===== config.mk =====
export PLATFORM = sky130hd
export DESIGN_NAME = regfile_writeback
export DESIGN_NICKNAME = d
export VERILOG_FILES = /design/src/rtl/rf_pkg.sv /design/src/rtl/wb_ll_fifo.sv /design/src/rtl/regfile_writeback.sv
export SDC_FILE = /design/constraint.sdc
export NUM_CORES = 1
export LEC_CHECK = 0
export CAP_MARGIN = 10
export CORE_AREA = 2 2 190 192
export CTS_BUF_LIST = sky130_fd_sc_hd__clkbuf_8 sky130_fd_sc_hd__clkbuf_16
export DETAILED_ROUTE_END_ITERATION = 8
export DIE_AREA = 0 0 192 194
export PLACE_DENSITY = 0.59
export SETUP_SLACK_MARGIN = 0.1
export SLEW_MARGIN = 0
export SYNTH_ARGS = -nofsm -noshare
export SYNTH_HDL_FRONTEND = slang
export SYNTH_SLANG_ARGS = --single-unit

===== constraint.sdc =====
create_clock -name clk -period 5.5 [get_ports clk]
set_clock_uncertainty 0.1 [all_clocks]
set_input_delay 1.375 -clock clk [delete_from_list [all_inputs] [get_ports clk]]
set_output_delay 1.375 -clock clk [all_outputs]
set_load 0.02 [all_outputs]

===== src/rtl/rf_pkg.sv =====
// Shared types and constants for the register-file writeback slice.
// Provides XLEN, REG_ADDR_W, REG_X0 and the wb_req_t write-request bundle.
package rf_pkg;

   localparam int XLEN       = 64;
   localparam int REG_ADDR_W = 5;

   localparam logic [REG_ADDR_W-1:0] REG_X0 = 5'd0;

   typedef struct packed {
      logic [REG_ADDR_W-1:0] rd;
      logic [XLEN-1:0]       data;
   } wb_req_t;

endpackage


===== src/rtl/wb_ll_fifo.sv =====
// In-order FIFO holding long-latency write requests.
// Ports: clk, rst (async high), push/push_data, pop/pop_data,
//        full, empty, count (occupancy, one extra bit beyond the pointers).
module wb_ll_fifo
   import rf_pkg::*;
#(
   parameter int DEPTH = 2
) (
   input  logic                     clk,
   input  logic                     rst,
   input  logic                     push,
   input  wb_req_t                  push_data,
   input  logic                     pop,
   output wb_req_t                  pop_data,
   output logic                     full,
   output logic                     empty,
   output logic [$clog2(DEPTH):0]   count
);

   localparam int PW = $clog2(DEPTH);

   wb_req_t         mem_q [DEPTH];
   logic [PW-1:0]   wr_ptr_q, wr_ptr_d;
   logic [PW-1:0]   rd_ptr_q, rd_ptr_d;
   logic [PW:0]     count_q, count_d;
   logic            do_push, do_pop;

   // Full is judged on the registered count only, so a same-cycle
   // pop never opens a slot for a push.
   assign full    = (count_q == (PW+1)'(DEPTH));
   assign empty   = (count_q == '0);
   assign do_push = push & ~full;
   assign do_pop  = pop & ~empty;

   assign pop_data = mem_q[rd_ptr_q];
   assign count    = count_q;

   // Power-of-two depth: pointers wrap by natural overflow.
   always_comb begin
      wr_ptr_d = wr_ptr_q + PW'(do_push);
      rd_ptr_d = rd_ptr_q + PW'(do_pop);
      count_d  = count_q + (PW+1)'(do_push) - (PW+1)'(do_pop);
   end

   always_ff @(posedge clk or posedge rst) begin
      if (rst) begin
         wr_ptr_q <= '0;
         rd_ptr_q <= '0;
         count_q  <= '0;
      end else begin
         wr_ptr_q <= wr_ptr_d;
         rd_ptr_q <= rd_ptr_d;
         count_q  <= count_d;
      end
   end

   always_ff @(posedge clk) begin
      if (do_push) mem_q[wr_ptr_q] <= push_data;
   end

endmodule


===== src/rtl/regfile_writeback.sv =====
// Register-file write port arbiter: pipeline results win, long-latency
// results queue in a FIFO and drain when the pipeline is not writing.
// Ports: wb_* pipeline result, ll_* long-latency result (valid/ready),
//        reg_write/rd_addr/rd_data to the register file, rs*_addr and
//        rf_rs*_data in, bypassed rs*_data out, ll_stall_req, ll_count.
// Macro REGFILE_WB_BYPASS_EN: when defined, read data is bypassed from
// the in-flight write; otherwise read data passes straight through.
module regfile_writeback
   import rf_pkg::*;
#(
   parameter int XLEN     = rf_pkg::XLEN,
   parameter int LL_DEPTH = 2
) (
   input  logic                        clk,
   input  logic                        rst,
   input  logic                        wb_valid,
   input  logic                        wb_reg_write,
   input  logic [4:0]                  wb_rd,
   input  logic [XLEN-1:0]             wb_data,
   input  logic                        ll_valid,
   output logic                        ll_ready,
   input  logic [4:0]                  ll_rd,
   input  logic [XLEN-1:0]             ll_data,
   output logic                        reg_write,
   output logic [4:0]                  rd_addr,
   output logic [XLEN-1:0]             rd_data,
   input  logic [4:0]                  rs1_addr,
   input  logic [4:0]                  rs2_addr,
   input  logic [XLEN-1:0]             rf_rs1_data,
   input  logic [XLEN-1:0]             rf_rs2_data,
   output logic [XLEN-1:0]             rs1_data,
   output logic [XLEN-1:0]             rs2_data,
   output logic                        ll_stall_req,
   output logic [$clog2(LL_DEPTH):0]   ll_count
);

   logic    pipe_req;
   logic    ll_pop;
   logic    ll_full, ll_empty;
   wb_req_t ll_in, ll_head;
   wb_req_t out_q, out_d;
   logic    we_q, we_d;

   assign pipe_req = wb_valid & wb_reg_write & (wb_rd != REG_X0);
   assign ll_pop   = ~pipe_req & ~ll_empty;
   assign ll_in    = '{rd: ll_rd, data: ll_data};

   wb_ll_fifo #(.DEPTH(LL_DEPTH)) u_fifo (
      .clk       (clk),
      .rst       (rst),
      .push      (ll_valid),
      .push_data (ll_in),
      .pop       (ll_pop),
      .pop_data  (ll_head),
      .full      (ll_full),
      .empty     (ll_empty),
      .count     (ll_count)
   );

   assign ll_ready     = ~ll_full & ~rst;
   assign ll_stall_req = ll_full;

   // An x0 LL entry still pops, but produces no write pulse.
   always_comb begin
      out_d = '0;
      we_d  = 1'b0;
      unique case (1'b1)
         pipe_req: begin
            out_d = '{rd: wb_rd, data: wb_data};
            we_d  = 1'b1;
         end
         ll_pop: begin
            out_d = ll_head;
            we_d  = (ll_head.rd != REG_X0);
         end
         default: ;
      endcase
   end

   always_ff @(posedge clk or posedge rst) begin
      if (rst) begin
         out_q <= '0;
         we_q  <= 1'b0;
      end else begin
         out_q <= out_d;
         we_q  <= we_d;
      end
   end

   assign reg_write = we_q;
   assign rd_addr   = out_q.rd;
   assign rd_data   = out_q.data;

`ifdef REGFILE_WB_BYPASS_EN
   always_comb begin
      rs1_data = rf_rs1_data;
      rs2_data = rf_rs2_data;
      if (we_q && (rd_addr == rs1_addr) && (rs1_addr != REG_X0))
         rs1_data = rd_data;
      if (we_q && (rd_addr == rs2_addr) && (rs2_addr != REG_X0))
         rs2_data = rd_data;
   end
`else
   assign rs1_data = rf_rs1_data;
   assign rs2_data = rf_rs2_data;
`endif

endmodule


Word level (Yosys, flattened, before mapping). Memory sizes are Yosys's and may differ from the RTL's. Cells that the tools add are included.

Reduce and logical (&&, ||, !) cells: 3. Bitwise operators: 10. $add $sub $neg: 4. Muxes and demuxes: 4. Equality and inequality tests: 1.

Operators with widths (number): 69-bit case mux with 2 select lines (1); 5-bit nonzero test (2); 1-bit AND (6); 1-bit inverter (4); 1-bit adder (2); 2-bit by 1-bit adder with 2-bit output (1); 2-bit == test, second input constant (1); 2-bit zero test (1); 1-bit 2-to-1 mux (2); 1-bit case mux with 2 select lines (1); 2-bit by 1-bit subtractor with 2-bit output (1).

Output and inout bits: 202. Word-level logic and storage cells: 29. Memory bits (writable): 138. Register bits after elaboration: 74. Memories: 1. Input bits: 281.

Memory list: u_fifo.mem_q (words 2, bits a word 69, read ports 1, clocked after Yosys merged registers in 0, write ports 1, line wb_ll_fifo.sv:22) `wb_req_t mem_q [DEPTH];`.

Logic depth before layout (Yosys ltp).
Depth in word-level cells: 6. Mapped depth: 10. Depth with buffers taken out: 8.

By module. A second synthesis with hierarchy kept.

Cell total of the unflattened synthesis: 679. Area, all modules: 9633.0 sq um.

Modules (own cells, without submodules): wb_ll_fifo (seq. area each 4244.1 sq um, instances 1, area each 5554.1 sq um, cells each 236); regfile_writeback (seq. area each 1751.7 sq um, instances 1, area each 4078.9 sq um, cells each 443).

Least setup slack after synthesis. Ideal clock, no wire load.

Path kind: input to register. From: input port ll_valid. To: memory u_fifo.mem_q[1][0] in the netlist's numbering (enable). Cell stages on the path: 2. Data required time: 4.965 ns. Buffers on the path: 0. Slack: 1.692 ns. Setup time: 0.435 ns. Arrival: 3.273 ns. Cells stage by stage: nor2b_1 > ha_1.

Cells in the longest elaborated chain, start to end: 3.

RTL lines: start, declared (line regfile_writeback.sv:20) `input logic ll_valid,`; 1-bit AND (line wb_ll_fifo.sv:32) `assign do_push = push & ~full;`; 1-bit 2-to-1 mux (line wb_ll_fifo.sv:58) `if (do_push) mem_q[wr_ptr_q] <= push_data;`; 1-bit 2-to-1 mux (not written as such) (line wb_ll_fifo.sv:58); end, declared (line wb_ll_fifo.sv:22).

No other way between the ends.

Worst setup path in the final report.
From: input port rst. To: output port ll_ready.

Cells in the longest elaborated chain, start to end: 2.

RTL lines: start, declared (line regfile_writeback.sv:15) `input logic rst,`; 1-bit inverter (line regfile_writeback.sv:60) `assign ll_ready = ~ll_full & ~rst;`; 1-bit AND (line regfile_writeback.sv:60); end, declared (line regfile_writeback.sv:21) `output logic ll_ready,`.

No other way between the ends.

==> impl_metrics.toml <==
[cells_and_area]
area_delta_synth_final_pct = 26.2
drive_above_1_share_pct = 15.7
diodes = 0
regArea_um2 = 6000
nFillCells = 3440
multi_input_comb_area_um2 = 2180
utilization_pct = 33.4
finalInstanceArea_um2 = 11800
fin_nets = 979

[route]
wire_per_inst_um = 25.4
routed_wl_um = 29800
ant_nets = 0
wl_met2_um = 16000
drt_iter0_markers = 165
num_vias = 4833
via_per_inst = 4.12
met3_length_um = 4880
drt_pre_antenna_iters = 4
drc = 0
m1WireLength_um = 8200
top_layer_used = "met4"

[synth]
yosys.cell_types.count = 29
synth_edf_count = 138
synth_top_area_share_pct = 44.4
synth_fp_nets = 885
synthArstFlopShare_pct = 34.9
syn_area_per_cell_um2 = 15.5
synth_seq_cells = 212
yosys-top-cells-area = "edfxtp_1 (44%), dfrtp_1 (20%), buf_4 (10%)"
synth_area_um2 = 9330
synthTopCellsByCount = "edfxtp_1 (138), buf_4 (128), dfrtp_1 (74)"
yosysTopAreaCell = "edfxtp_1"
yosys_warnings = 0
synth.most_common_cell = "edfxtp_1"
syn_inst = 600
synthFlopType = "edfxtp_1"
ys_seq_area_share_pct = 64.3

[placement]
numPortBuffers = 216
placed_area_um2 = 11000
finalWeightedCongestion = 0.762
hpwl_um = 22900

[critical_path]
rrSetupSlack_ns = 2.92
critical-path-top-delay-family = "buffers and inverters"
arrival_ns = 2.53
critPathLaunchType = "input pin"
cp.depth = 3
crit_start = "rst"
endpoint_kind = "output port"
cpMostUsedCell = "clkdlybuf4s50_1"
crit_path_cell_trace = "clkdlybuf4s50_1, nor2_1, clkdlybuf4s50_1"
r2r-start = "u_fifo.count[1]$_DFF_PP0_"
slowest_delay_ns = 0.61
endpoint = "ll_ready"
r2r_cells = 3
required_ns = 4.03
worst-setup-path-type = "input pin to output port"
rr_endpoint = "u_fifo.mem_q[1][54]$_DFFE_PP_"
critPathSlowestCell = "clkdlybuf4s50_1"
cp_max_fo = 2
critPathBufInv = 2

[timing]
period_share_pct = 72.9
max_slew_margin_pct = 26.1
period_minus_slack_ns = 4.01
hold_violations = 0
grt_setup_unrepaired = "no"
worstMarginPinSlew_ns = 1.11
final-setup-viol-count = 0
fin_tns_setup_ns = 0
slew_viol_final = 0
max_freq_ghz = 0.249

[grt]
grt_overflow = 0
grt_pass1_wl_um = 39900
grt_max_degree = 70
grt_pass1_vias = 5143
antenna_found_initial = 2
grtUsageTotal_pct = 15.2

[outcome]
status = "completed"

[clock_tree]
post_cts_buffers = 0
cts_tree = "yes"
clock_latency_ns = 0.51
numCtsBuffers = 24
root_buffer = "clkbuf_16"
clk_pin_slew_ns = 0.06
cts_max_path_buffers = 3
cts.htree.levels = 1
cts-resized-gates = 0
cts.sinks = 212
cts_hold_buf = 0

[power]
vdd_drop_max_v = 0.000230
power.leakage_nw = 4.57
power.total_mw = 6.25
power_density_nw_per_um2 = 531

[floorplan]
dieArea_um2 = 37200
io_pins = 483
die_width_um = 192
coreArea_um2 = 35200
rows = 69
die_height_um = 194
start_util_pct = 26.5

[flow_run]
max_cap_viol_count = 0

[min_path]
hold_class = "register to register"
layout by cell type (no fill, tap or decap), types with 2 or more instances in the layout:
master / n
dfrtp_1: 73
nor2b_1: 2
buf_4: 4
nor2_1: 67
or2_2: 2
edfxtp_1: 138
xnor2_1: 2
clkdlybuf4s50_1: 216
inv_1: 12
clkbuf_8: 2
mux2_2: 2
mux2i_1: 69
nand3_1: 4
bufinv_16: 3
ha_1: 2
clkbuf_16: 25
clkinv_2: 5
mux2_4: 63
o31ai_1: 4
ha_4: 2
area by class of cell:
class	count	area share [%]
clock inverter	17	1.30
inverter	5	0.170
sequential	212	51.0
tap	461	4.90
clock buffer	27	5.55
multi-input combinational	231	18.5
timing repair buffer	220	18.6
tightest hold or removal path, delay by kind of cell (launching register included):
kind             cells  cell delay, ns
flip-flops           1            0.31
multiplexers         2            0.20
AND/OR/NAND/NOR      1            0.08
per-stage QoR:
stage | instances | hold WS [ns] | setup WS, ns
floorplan | 600 | 0.484 | 1.69
global placement | 1129 | 0.499 | 1.41
detailed placement | 1129 | 0.508 | 1.38
CTS | 1173 | 0.522 | 1.48
global route | 1173 | 0.541 | 1.45
finish | 1173 | 0.516 | 1.49
state kept, by name, summed over array words and instances (netlist names):
| register | cells |
|---|---|
| u_fifo.count | 2 |
| u_fifo.mem_q | 138 |
| reg_write | 1 |
| u_fifo.wr_ptr_q | 1 |
| u_fifo.rd_ptr_q | 1 |
| rd_data | 64 |
| rd_addr | 5 |
layer usage:
metal  up-vias  track usage (%)
li1       2167                -
met2       299             29.0
met1      2317             12.9
met5         -                0
met3        50             9.68
met4         0             3.39
where the power goes:
part           switching (mW)  internal, mW
combinational            1.06          1.11
sequential              0.236          2.25
clock                   0.619         0.986
total                    1.91          4.34
how the worst min path moves through the flow:
stage                                             start                    end  slack [ns]  cells past startpoint
final                     u_fifo.mem_q[0][39]$_DFFE_PP_  rd_data[39]$_DFF_PP0_        0.52                      3
after detailed placement  u_fifo.mem_q[0][29]$_DFFE_PP_  rd_data[29]$_DFF_PP0_        0.51                      3
after floorplan           u_fifo.mem_q[0][65]$_DFFE_PP_   rd_addr[1]$_DFF_PP0_        0.48                      2
after CTS                 u_fifo.mem_q[0][39]$_DFFE_PP_  rd_data[39]$_DFF_PP0_        0.52                      3
after global placement    u_fifo.mem_q[0][26]$_DFFE_PP_  rd_data[26]$_DFF_PP0_        0.50                      3
after global routing      u_fifo.mem_q[0][54]$_DFFE_PP_  rd_data[54]$_DFF_PP0_        0.54                      3
kinds of logic (layout without fill, tap and decap cells):
| family | Yosys count | count (layout) | share of synthesized area, % |
|---|---|---|---|
| buffers and inverters | 157 | 269 | 12.8 |
| muxes | 134 | 134 | 17.8 |
| adders and majority gates | 4 | 4 | 0.537 |
| xor gates and xnor gates | 2 | 2 | 0.188 |
| DFF | 212 | 212 | 64.3 |
| AOI/OAI and AO/OA | 10 | 10 | 0.845 |
| and+or+nand+nor | 81 | 81 | 3.58 |
No activity file was read; power rests on OpenSTA's default activity.
